==> src/rtl/ramtest.sv <==
// ramtest: Wishbone classic master that writes a seeded address pattern across
// word addresses 0..LAST_ADR, then reads the range back and counts mismatches.
// Each bus transfer is bounded by a cycle timeout.
//
// Handshake: a transfer is presented with cyc=stb=1 and held stable until
// the rising edge that samples wb_ack_i high while stb is high. Ack is ignored
// whenever stb is low. After every completed transfer the bus stays idle for
// exactly one cycle.
module ramtest #(
  parameter logic [22:0] LAST_ADR = 23'h7FFFFF,
  parameter int          TIMEOUT  = 255
) (
  input  logic        clk2x_i,
  input  logic        reset_in,
  input  logic        ram_rdy_i,
  input  logic        start_i,
  input  logic [15:0] seed_i,
  output logic        wb_cyc_o,
  output logic        wb_stb_o,
  output logic        wb_we_o,
  output logic [22:0] wb_adr_o,
  output logic [1:0]  wb_sel_o,
  output logic [15:0] wb_dat_o,
  input  logic [15:0] wb_dat_i,
  input  logic        wb_ack_i,
  output logic        busy_o,
  output logic        done_o,
  output logic        pass_o,
  output logic        timeout_o,
  output logic [15:0] err_count_o,
  output logic [22:0] err_adr_o,
  output logic [2:0]  dbg_state
);

  typedef enum logic [2:0] {
    S_IDLE     = 3'd0,
    S_WAIT_RDY = 3'd1,
    S_WR       = 3'd2,
    S_WR_GAP   = 3'd3,
    S_RD       = 3'd4,
    S_RD_GAP   = 3'd5,
    S_DONE     = 3'd6
  } state_t;

  localparam logic [15:0] TO_LIMIT = 16'(TIMEOUT);

  state_t      state;
  logic [22:0] address;
  logic [15:0] seed_q;
  logic        rd_phase;
  logic [15:0] tcnt;
  logic [15:0] pattern;
  logic        mismatch;
  logic        at_last;
  logic        acked;

  // Expected data for the current address, and read-compare/ack qualifiers.
  always_comb begin
    pattern  = address[15:0] ^ seed_q;
    mismatch = (wb_dat_i != pattern);
    at_last  = (address == LAST_ADR);
    acked    = wb_stb_o && wb_ack_i;
  end

  assign dbg_state = state;

  // Test sequencer: state, address walk, bus drive and result registers.
  always_ff @(posedge clk2x_i or negedge reset_in) begin
    if (!reset_in) begin
      state       <= S_IDLE;
      address     <= '0;
      seed_q      <= '0;
      rd_phase    <= 1'b0;
      tcnt        <= '0;
      wb_cyc_o    <= 1'b0;
      wb_stb_o    <= 1'b0;
      wb_we_o     <= 1'b0;
      wb_adr_o    <= '0;
      wb_sel_o    <= 2'b00;
      wb_dat_o    <= '0;
      busy_o      <= 1'b0;
      done_o      <= 1'b0;
      pass_o      <= 1'b0;
      timeout_o   <= 1'b0;
      err_count_o <= '0;
      err_adr_o   <= '0;
    end else begin
      case (state)
        S_IDLE, S_DONE: begin
          if (start_i) begin
            seed_q      <= seed_i;
            address     <= '0;
            rd_phase    <= 1'b0;
            err_count_o <= '0;
            err_adr_o   <= '0;
            timeout_o   <= 1'b0;
            done_o      <= 1'b0;
            pass_o      <= 1'b0;
            busy_o      <= 1'b1;
            state       <= S_WAIT_RDY;
          end
        end

        S_WAIT_RDY: begin
          // Memory bridge is still in its power-up delay until ram_rdy_i.
          if (ram_rdy_i) begin
            tcnt     <= '0;
            wb_cyc_o <= 1'b1;
            wb_stb_o <= 1'b1;
            wb_we_o  <= 1'b1;
            wb_sel_o <= 2'b11;
            wb_adr_o <= address;
            wb_dat_o <= pattern;
            state    <= S_WR;
          end
        end

        S_WR_GAP, S_RD_GAP: begin
          // One idle cycle is over; launch the next transfer of this pass.
          tcnt     <= '0;
          wb_cyc_o <= 1'b1;
          wb_stb_o <= 1'b1;
          wb_sel_o <= 2'b11;
          wb_adr_o <= address;
          if (rd_phase) begin
            wb_we_o  <= 1'b0;
            wb_dat_o <= '0;
            state    <= S_RD;
          end else begin
            wb_we_o  <= 1'b1;
            wb_dat_o <= pattern;
            state    <= S_WR;
          end
        end

        S_WR, S_RD: begin
          if (acked) begin
            wb_cyc_o <= 1'b0;
            wb_stb_o <= 1'b0;
            wb_we_o  <= 1'b0;
            wb_sel_o <= 2'b00;
            wb_adr_o <= '0;
            wb_dat_o <= '0;
            if (state == S_WR) begin
              if (at_last) begin
                address  <= '0;
                rd_phase <= 1'b1;
              end else begin
                address <= address + 23'd1;
              end
              state <= S_WR_GAP;
            end else begin
              if (mismatch) begin
                if (err_count_o != 16'hFFFF) err_count_o <= err_count_o + 16'd1;
                if (err_count_o == 16'd0) err_adr_o <= address;
              end
              if (at_last) begin
                busy_o <= 1'b0;
                done_o <= 1'b1;
                pass_o <= (err_count_o == 16'd0) && !mismatch && !timeout_o;
                state  <= S_DONE;
              end else begin
                address <= address + 23'd1;
                state   <= S_RD_GAP;
              end
            end
          end else if (tcnt == TO_LIMIT) begin
            // Slave never answered: abandon the transfer and report.
            wb_cyc_o  <= 1'b0;
            wb_stb_o  <= 1'b0;
            wb_we_o   <= 1'b0;
            wb_sel_o  <= 2'b00;
            wb_adr_o  <= '0;
            wb_dat_o  <= '0;
            timeout_o <= 1'b1;
            busy_o    <= 1'b0;
            done_o    <= 1'b1;
            pass_o    <= 1'b0;
            state     <= S_DONE;
          end else begin
            tcnt <= tcnt + 16'd1;
          end
        end

        default: state <= S_IDLE;
      endcase
    end
  end

endmodule

==> config.mk <==
export PLATFORM = sky130hd
export DESIGN_NAME = ramtest
export DESIGN_NICKNAME = d
export VERILOG_FILES = /design/src/rtl/ramtest.sv
export SDC_FILE = /design/constraint.sdc
export NUM_CORES = 1
export LEC_CHECK = 0
export BUFFER_PORTS_ARGS = -buffer_cell sky130_fd_sc_hd__buf_2
export CORE_ASPECT_RATIO = 1.1
export CORE_MARGIN = 4
export CORE_UTILIZATION = 30
export CTS_CLUSTER_DIAMETER = 150
export DETAILED_ROUTE_END_ITERATION = 10
export GPL_TIMING_DRIVEN = 1
export PLACE_DENSITY = 0.47
export SETUP_SLACK_MARGIN = 0.15
export SLEW_MARGIN = 20
export SYNTH_ARGS = -nofsm -noshare
export SYNTH_HDL_FRONTEND = slang
export SYNTH_SLANG_ARGS = --single-unit
==> constraint.sdc <==
create_clock -name clk2x_i -period 2.8 [get_ports clk2x_i]
set_input_delay 0.7 -clock clk2x_i [delete_from_list [all_inputs] [get_ports clk2x_i]]
set_output_delay 0.7 -clock clk2x_i [all_outputs]
set_load 0.005 [all_outputs]
# Yosys cells after proc, flatten, opt, wreduce, memory -nomap -nowiden
# Index checks and enable logic that the tools add are counted.
# totals
register_bits	145
input_bits	37
elab_cells	136
# op_classes
add_sub_neg	3
n_eq_ne	26
muxes	68
bitwise	1
reduce_logical	22
# op_table
cell	count
$mux W23	12
$mux W16	12
$pmux W16 S3	2
$pmux W23 S2	2
$pmux W23 S3	1
$add A16 B1 Y16 const B	2
$pmux W16 S2	1
$ne A2 B2 Y1 const B	12
$add A23 B1 Y23 const B	1
$eq A23 B23 Y1 const B	1
$mux W1	19
$mux W3	6
$eq A16 B8 Y1 const B	1
$logic_not A16 Y1	1
$ne A16 B16 Y1	1
$ne A16 B16 Y1 const B	1
$xor A16 B16 Y16	1
$ne A3 B3 Y1 const B	4
$pmux W3 S4	1
$reduce_and A4 Y1	3
$reduce_and A6 Y1	2
$pmux W1 S2	5
$reduce_and A5 Y1	2
$eq A3 B3 Y1 const B	3
13 further kinds	24

# Depth between registers and ports, before layout
# Gate-level depths: netlist of the first run.
# logic_depth
ltp_word	9
mapped_depth	9

# Least setup slack after synthesis of the first run
# No wires, ideal clock.
# synth_timing
path_type	input to register
start	input wb_dat_i[1]
end	register err_count_o[11]
arrival_ns	2.099
required_ns	2.670
setup_slack_ns	0.571
stages	8
path_buffers	2
cell_sequence	xnor3_1 nand4_1 or4_4 nand2_1 or2_1 buf_2 buf_2 o31ai_1
# synth_between
elab_chain_len	3
# synth_lines
element	line_no	rtl
start, declared	24	input logic [15:0] wb_dat_i,
$ne A16 B16 Y1	60	mismatch = (wb_dat_i != pattern);
$ne A2 B2 Y1 (no line)	-	
$reduce_and A6 Y1 (no line)	-	
end signal, assigned	154	if (err_count_o != 16'hFFFF) err_count_o <= err_count_o + 16'd1;
end, declared	30	output logic [15:0] err_count_o,
# No other way between the ends.
# A chain may end at the register's enable or synchronous reset.

# Final worst setup path of the first run
# layout_timing
start	register address[11]
end	register err_adr_o[4]
# layout_between
elab_chain_len	4
# layout_lines
element	line_no	rtl
start, declared	48	logic [22:0] address;
start signal, assigned	149	address <= address + 23'd1;
start signal, assigned	163	address <= address + 23'd1;
$xor A16 B16 Y16	59	pattern = address[15:0] ^ seed_q;
$ne A16 B16 Y1	60	
$ne A2 B2 Y1 (no line)	-	
$reduce_and A6 Y1 (no line)	-	
end signal, assigned	155	if (err_count_o == 16'd0) err_adr_o <= address;
end, declared	31	output logic [22:0] err_adr_o,
# No other way between the ends.

==> summary.md, run 1 <==
| Metric | Value |
|---|---|
| Sequential share of the synthesized area | `50.4%` |
| Max_cap viols | `0` |
| Maximum clock frequency | `415 MHz` |
| Synth warn | `0` |
| Final WL | `20,400 um` |
| Cell Area, Synth | `7100 um2` |
| Final number of max-transition violations | `0` |
| Number of synthesized flops with an enable pin | `0` |
| Largest net degree at the start of global routing | `54` |
| Final net count | `864` |
| Htree depth | `4` |
| Die Area | `26,200 um2` |
| Pwr Total | `0.00829 W` |
| Top-level I/O count | `127` |
| Most used DFF post-synth | `dfrtp_1` |
| WP data arrival | `2.72 ns` |
| Setup tns final | `0 ns` |
| Die width | `155 um` |
| Clock Skew | `0.00852 ns` |
| Area occupied by multi-input gates | `3200 um2` |
| Worst Path Max Fanout | `23` |
| Area of placed instances | `8220 um2` |
| Final HPWL DP | `14,400 um` |
| Library cells used by synthesis | `60` |
| Clock Power Share | `29.3%` |
| GR Overflow Total | `0` |
| Mapped Cells | `689` |
| Worst Setup Start Kind | `register` |
| PortBufs | `126` |
| Least-Margin Pin Slew | `0.644 ns` |
| Post-CTS setup buffer count | `0` |
| Synth Area per Inst | `10.3 um2` |
| Synth area leader | `dfrtp_1` |
| Final Cycle Share | `86.2%` |
| Critical path class | `reg2reg` |
| DIE HEIGHT | `169 um` |
| Comb power frac | `36.4%` |
| Synth Register Bits | `143` |
| Post-route cell area | `8850 um2` |
| Synth-to-Final Area Change | `24.7%` |
| DR vias | `5,687` |
| CP max-delay cell | `or4_4` |
| CTS sink count | `143` |
| Vias per inst | `5.01` |
| Worst skew pair latency | `0.42 ns` |
| Initial drt markers | `351` |
| WP data required | `3.11 ns` |
| Share of post-route cells with drive strength above 1 | `26.4%` |
| Setup crit end kind | `register` |
| Leak | `4.27 nW` |
| CTS tree | `built` |
| Int Pwr | `0.00530 W` |
| Row cnt | `58` |
| Core Area | `23,100 um2` |
| Clock tree buffer depth | `2` |
| Flop pwr share | `34.3%` |
| Post-layout minimum cycle time | `2.41 ns` |
| Final Setup Violations | `0` |
| Net Sw Frac | `36.1%` |
| Pwr dens | `937 nW/um2` |
| Vias in the first global route | `5,610` |
| Asr flop ratio synth | `100%` |
| Starting density of the core | `30.7%` |
| Synth top area cells | `dfrtp_1, nand2_1, a22o_1, xnor3_1, o21ai_0` |
| Cell Chain, Critical Path | `xnor3_1 > nand4_1 > or4_4 > nand2_1 > nor3_2 > buf_4 > a22o_2` |
| Initial antenna violation count | `0` |
| Register area | `3580 um2` |
| DR pass1 iterations | `5` |
| Outcome | `complete, no violations` |
| Root Driver | `clkbuf_16` |
| Clock slew seen by the registers of the worst setup and hold paths | `0.06 ns` |
| Fill count | `2,336` |
| Commonest cells post-synth | `dfrtp_1, nand2_1, o21ai_0` |
| Yosys top cell area share | `50.4%` |
| Inserted Diodes | `0` |
| Net switching power | `0.00299 W` |
| WL per Instance | `18.0 um` |
| DRC viols | `0` |
| Relative slew slack | `56.5%` |
| Cell with the most instances after synthesis | `dfrtp_1` |
| Utilization after layout | `38.3%` |
| CP top delay family | `simple AND/OR/NAND/NOR gates` |
| Worst Hold Class | `in2async` |
| Max incr delay on CP | `0.61 ns` |
| RSZ-0062 raised after global routing | `false` |
| Total track usage | `15.9%` |
| Critical path depth | `7` |
| Worst-case reg-to-reg path depth | `7` |
| CTS buffer count | `17` |
| IR drop worst, VDD | `0.416 mV` |
| RD Place Congestion | `0.783` |
| Antenna Nets Post-Route | `0` |
| First-pass GRT wire length | `32,900 um` |
| Bufs and invs on worst path | `1` |
| Final hold violations | `0` |
| Post-synth net total | `730` |
power by group through the flow:
stage | Combinational [W] | Clock (W) | Sequential [W]
after floorplan | 0.00210 | 0 | 0.00275
after global routing | 0.00339 | 0.00258 | 0.00291
after global placement | 0.00308 | 0 | 0.00289
final | 0.00302 | 0.00243 | 0.00285
after CTS | 0.00310 | 0.00248 | 0.00285
after detailed placement | 0.00309 | 0 | 0.00288
worst reg2reg max path, cell delays in order, from the launching register on:
cell and delay [ns]:
dfrtp_1 0.50, xnor3_1 0.43, nand4_1 0.13, or4_4 0.61, nand2_1 0.12, nor3_2 0.05, buf_4 0.23, a22o_2 0.24
cell usage in the layout, fill, tap and decap left out, types with 3 or more instances in the layout:
master and n:
xor2_1 5, o21ai_0 50, buf_2 125, inv_1 11
a21oi_1 22, and4_1 4, xnor3_1 16, and3_1 5
bufinv_16 4, clkbuf_16 17, dfrtp_1 143, nor3_1 13
a21o_1 5, nand2_1 112, or3_1 7, buf_4 37
ha_1 4, a31oi_1 3, o41ai_1 3, and2_1 5
o211ai_1 13, nor4_1 6, nor2_1 27, a22o_1 45
clkinv_2 3, nand3_1 25, clkbuf_1 3, nand2b_1 5
or2_2 6, mux2i_1 3, o31ai_1 21, nand4_1 16
xnor2_1 22, buf_12 6
cell families (layout without fill, tap and decap cells):
| family | after synthesis | count (layout) | synth area share [%] |
|---|---|---|---|
| flops | 143 | 143 | 50.4 |
| compound gates | 185 | 185 | 18.5 |
| buf+inv | 65 | 212 | 4.81 |
| xor+xnor | 43 | 43 | 8.41 |
| fa+ha+maj | 4 | 4 | 0.705 |
| simple gates | 246 | 246 | 16.7 |
| mux | 3 | 3 | 0.423 |
flip-flops by register name, summed over array words and instances (netlist names):
register / cells
address: 23
err_adr_o: 23
wb_adr_o: 23
err_count_o: 16
seed_q: 16
tcnt: 16
wb_dat_o: 16
dbg_state: 3
busy_o: 1
done_o: 1
pass_o: 1
rd_phase: 1
timeout_o: 1
wb_sel_o: 1
wb_we_o: 1
metrics by stage:
step | std cells | setup WS, ns | hold slack (ns)
final | 1136 | 0.387 | 0.238
after CTS | 1136 | 0.306 | 0.267
after floorplan | 689 | 0.571 | 0.404
after global routing | 1136 | 0.188 | 0.267
after global placement | 1104 | 0.292 | 0.460
after detailed placement | 1104 | 0.275 | 0.464
final cells by class:
class	instances	area share (%)
well taps	300	4.24
multi-input cells	481	36.1
clock inverters	10	1.80
flip-flops and latches	143	40.4
clock buffers	22	5.25
repair buffers	169	11.7
inverters	11	0.467
what timing repair did:
item / CTS / global route
resized for setup: 0 / 2
hold buffers: 0 / 0
setup endpoints to repair: 0 / 6
layer usage:
metal | track usage (%) | wire [um] | up-vias
met3 | 3.37 | 1150 | 20
met4 | 4.30 | 248 | 0
li1 | - | - | 2754
met5 | 0 | 0 | -
met1 | 23.3 | 9670 | 2774
met2 | 23.8 | 9370 | 139
worst paths after layout:
kind / slack (ns) / endpoint / startpoint
worst max-delay path: 0.39 / err_adr_o[4]$_DFFE_PN0P_ / address[11]$_DFFE_PN0P_
worst max register to register: 0.39 / err_adr_o[4]$_DFFE_PN0P_ / address[11]$_DFFE_PN0P_
worst min-delay path: 0.24 / err_count_o[6]$_DFFE_PN0P_ / reset_in
min in group clk2x_i: 0.46 / seed_q[13]$_DFFE_PN0P_ / seed_i[13]
worst min register to register: 0.47 / wb_dat_o[8]$_DFFE_PN0P_ / wb_dat_o[8]$_DFFE_PN0P_
max in group asynchronous: 1.95 / wb_adr_o[3]$_DFFE_PN0P_ / reset_in
Note: power is estimated with default switching activity, not from simulation.
==> run 2: changes to the inputs <==
==> constraint.sdc (replaced) <==
create_clock -name clk2x_i -period 2.8 [get_ports clk2x_i]
set_input_delay 0.56 -clock clk2x_i [delete_from_list [all_inputs] [get_ports clk2x_i]]
set_output_delay 0.56 -clock clk2x_i [all_outputs]
set_load 0.005 [all_outputs]
==> run 2 against run 1 <==
Against the previous run:
- cell count hardly changed
- utilization down 0.44 points
- via count up 0.88%
==> summary.md, run 2 (same netlist as run 1, synthesis figures left out) <==
| Metric | Value |
|---|---|
| DRC viols | `0 (unchanged)` |
| Final Setup Violations | `0 (unchanged)` |
| CTS sink count | `143 (unchanged)` |
| Inserted Diodes | `0 (unchanged)` |
| Largest registers | `address x23, err_adr_o x23, wb_adr_o x23 (unchanged)` |
| First-pass GRT wire length | `33,100 um (was 32,900 um)` |
| CP top delay family | `simple AND/OR/NAND/NOR gates (unchanged)` |
| IR drop worst, VDD | `0.556 mV (was 0.416 mV)` |
| Outcome | `complete, no violations (unchanged)` |
| Final HPWL DP | `14,500 um (was 14,400 um)` |
| Total track usage | `16.0% (was 15.9%)` |
| Critical path class | `reg2reg (unchanged)` |
| DR pass1 iterations | `5 (unchanged)` |
| Clock Skew | `0.00773 ns (was 0.00852 ns)` |
| Net switching power | `0.00307 W (was 0.00299 W)` |
| Int Pwr | `0.00500 W (was 0.00530 W)` |
| Fill count | `2,344 (was 2,336)` |
| R2r setup slk | `0.35 ns (was 0.39 ns)` |
| Relative slew slack | `50.5% (was 56.5%)` |
| Worst Path Max Fanout | `5 (was 23)` |
| Share of post-route cells with drive strength above 1 | `26.5% (was 26.4%)` |
| Largest net degree at the start of global routing | `55 (was 54)` |
| Worst Setup Start Kind | `register (unchanged)` |
| Vias in the first global route | `5,666 (was 5,610)` |
| Comb power frac | `37.8% (was 36.4%)` |
| WP data arrival | `2.69 ns (was 2.72 ns)` |
| Final hold violations | `0 (unchanged)` |
| RSZ-0062 raised after global routing | `false (unchanged)` |
| DR vias | `5,737 (was 5,687)` |
| RD Place Congestion | `0.771 (was 0.783)` |
| Worst Hold Class | `in2async (unchanged)` |
| Most frequent cells in the layout | `dfrtp_1, buf_2, nand2_1, o21ai_0, a22o_1 (unchanged)` |
| Maximum clock frequency | `408 MHz (was 415 MHz)` |
| Post-layout minimum cycle time | `2.45 ns (was 2.41 ns)` |
| Register area | `3580 um2 (unchanged)` |
| Clock tree buffer depth | `2 (unchanged)` |
| Core Area | `23,100 um2 (unchanged)` |
| Flop pwr share | `35.3% (was 34.3%)` |
| Final WL | `20,700 um (was 20,400 um)` |
| PortBufs | `126 (unchanged)` |
| Bufs and invs on worst path | `1 (unchanged)` |
| Root Driver | `clkbuf_16 (unchanged)` |
| Net Sw Frac | `38.1% (was 36.1%)` |
| CTS buffer count | `17 (unchanged)` |
| GR Overflow Total | `0 (unchanged)` |
| DIE HEIGHT | `169 um (unchanged)` |
| Clock slew seen by the registers of the worst setup and hold paths | `0.06 ns (about the same)` |
| Final net count | `863 (was 864)` |
| Die width | `155 um (unchanged)` |
| Cell Chain, Critical Path | `nand2_1 > buf_4 > or4_1 > or2_2 > o311ai_0 (was xnor3_1 > nand4_1 > or4_4 > nand2_1 > nor3_2 > buf_4 > a22o_2)` |
| CP max-delay cell | `o311ai_0 (was or4_4)` |
| Initial antenna violation count | `0 (unchanged)` |
| Setup tns final | `0 ns (unchanged)` |
| Initial drt markers | `342 (was 351)` |
| Row cnt | `58 (unchanged)` |
| WP data required | `3.04 ns (was 3.11 ns)` |
| Least-Margin Pin Slew | `0.733 ns (was 0.644 ns)` |
| Vias per inst | `5.05 (was 5.01)` |
| Max incr delay on CP | `0.63 ns (was 0.61 ns)` |
| Clock Power Share | `26.9% (was 29.3%)` |
| Die Area | `26,200 um2 (unchanged)` |
| Starting density of the core | `30.7% (unchanged)` |
| Antenna Nets Post-Route | `0 (unchanged)` |
| Post-CTS setup buffer count | `0 (unchanged)` |
| WL per Instance | `18.2 um (was 18.0 um)` |
| Setup crit end kind | `register (unchanged)` |
| Htree depth | `4 (unchanged)` |
| CTS tree | `built (unchanged)` |
| Final number of max-transition violations | `0 (unchanged)` |
| Utilization after layout | `37.9% (was 38.3%)` |
| Post-CTS Hold Buffers | `0 (unchanged)` |
| Leak | `4.21 nW (was 4.27 nW)` |
| Pwr dens | `923 nW/um2 (was 937 nW/um2)` |
| Synth-to-Final Area Change | `23.3% (was 24.7%)` |
| Top-level I/O count | `127 (unchanged)` |
| Max_cap viols | `0 (unchanged)` |
| Worst skew pair latency | `0.42 ns (about the same)` |
| Commonest non-fill, non-tap cell in the layout | `dfrtp_1 (unchanged)` |
| Final Cycle Share | `87.5% (was 86.2%)` |
| Area occupied by multi-input gates | `3190 um2 (was 3200 um2)` |
-- run 2: cell types whose count changed in the layout (fill, tap and decap cells not counted), moves of 2 or more --
| cell | before | now |
|---|---|---|
| buf_12 | 6 | 4 |
| clkbuf_1 | 3 | 1 |
| bufinv_16 | 4 | 1 |
| clkinv_4 | 0 | 3 |
| clkinvlp_4 | 2 | 4 |
-- run 2: final timing paths --
check	cells past startpoint	startpoint	to
max in group asynchronous	2	reset_in	err_adr_o[6]$_DFFE_PN0P_
setup reg to reg	5	address[5]$_DFFE_PN0P_	address[13]$_DFFE_PN0P_
hold / removal	1	reset_in	err_count_o[4]$_DFFE_PN0P_
setup / recovery	5	address[5]$_DFFE_PN0P_	address[13]$_DFFE_PN0P_
min in group clk2x_i	3	seed_i[13]	seed_q[13]$_DFFE_PN0P_
hold reg to reg	2	wb_we_o$_DFFE_PN0P_	wb_we_o$_DFFE_PN0P_
-- run 2: stage by stage --
stage	cell area [um2]	hold slack, ns	power [W]	instances	setup WS (ns)
after global placement	8180	0.459	0.00597	1103	0.370
after floorplan	7100	0.264	0.00485	689	0.618
after global routing	8750	0.109	0.00862	1135	0.183
after CTS	8740	0.0965	0.00819	1135	0.311
final	8750	0.0868	0.00807	1135	0.350
after detailed placement	8180	0.458	0.00597	1103	0.377
-- run 2: area by class of cell --
type	instances	area share (%)
inverters	11	0.472
clock inverters	13	1.32
clock buffers	19	5.06
well taps	300	4.29
repair buffers	168	11.5
multi-input cells	481	36.5
flip-flops and latches	143	40.9
-- run 2: per-layer routing --
layer | up-vias | global-route usage [%] | part of all wire (%)
li1 | 2767 | - | -
met1 | 2808 | 24.0 | 50
met2 | 150 | 24.1 | 45
met3 | 12 | 2.91 | 4.3
met4 | 0 | 4.15 | 0.97
met5 | - | 0 | 0
-- run 2: power groups by stage --
stage | Clock, W | Combinational [W] | Sequential, W
finish | 0.00217 | 0.00305 | 0.00284
global route | 0.00233 | 0.00338 | 0.00291
CTS | 0.00224 | 0.00311 | 0.00285
detailed placement | 0 | 0.00309 | 0.00288
global placement | 0 | 0.00309 | 0.00288
floorplan | 0 | 0.00210 | 0.00275
-- run 2: what timing repair did --
item / 4_1_cts / 5_1_grt
endpoints found under the setup margin: 0 / 1
hold endpoints to repair: 0 / 0
resized for setup: 0 / 1
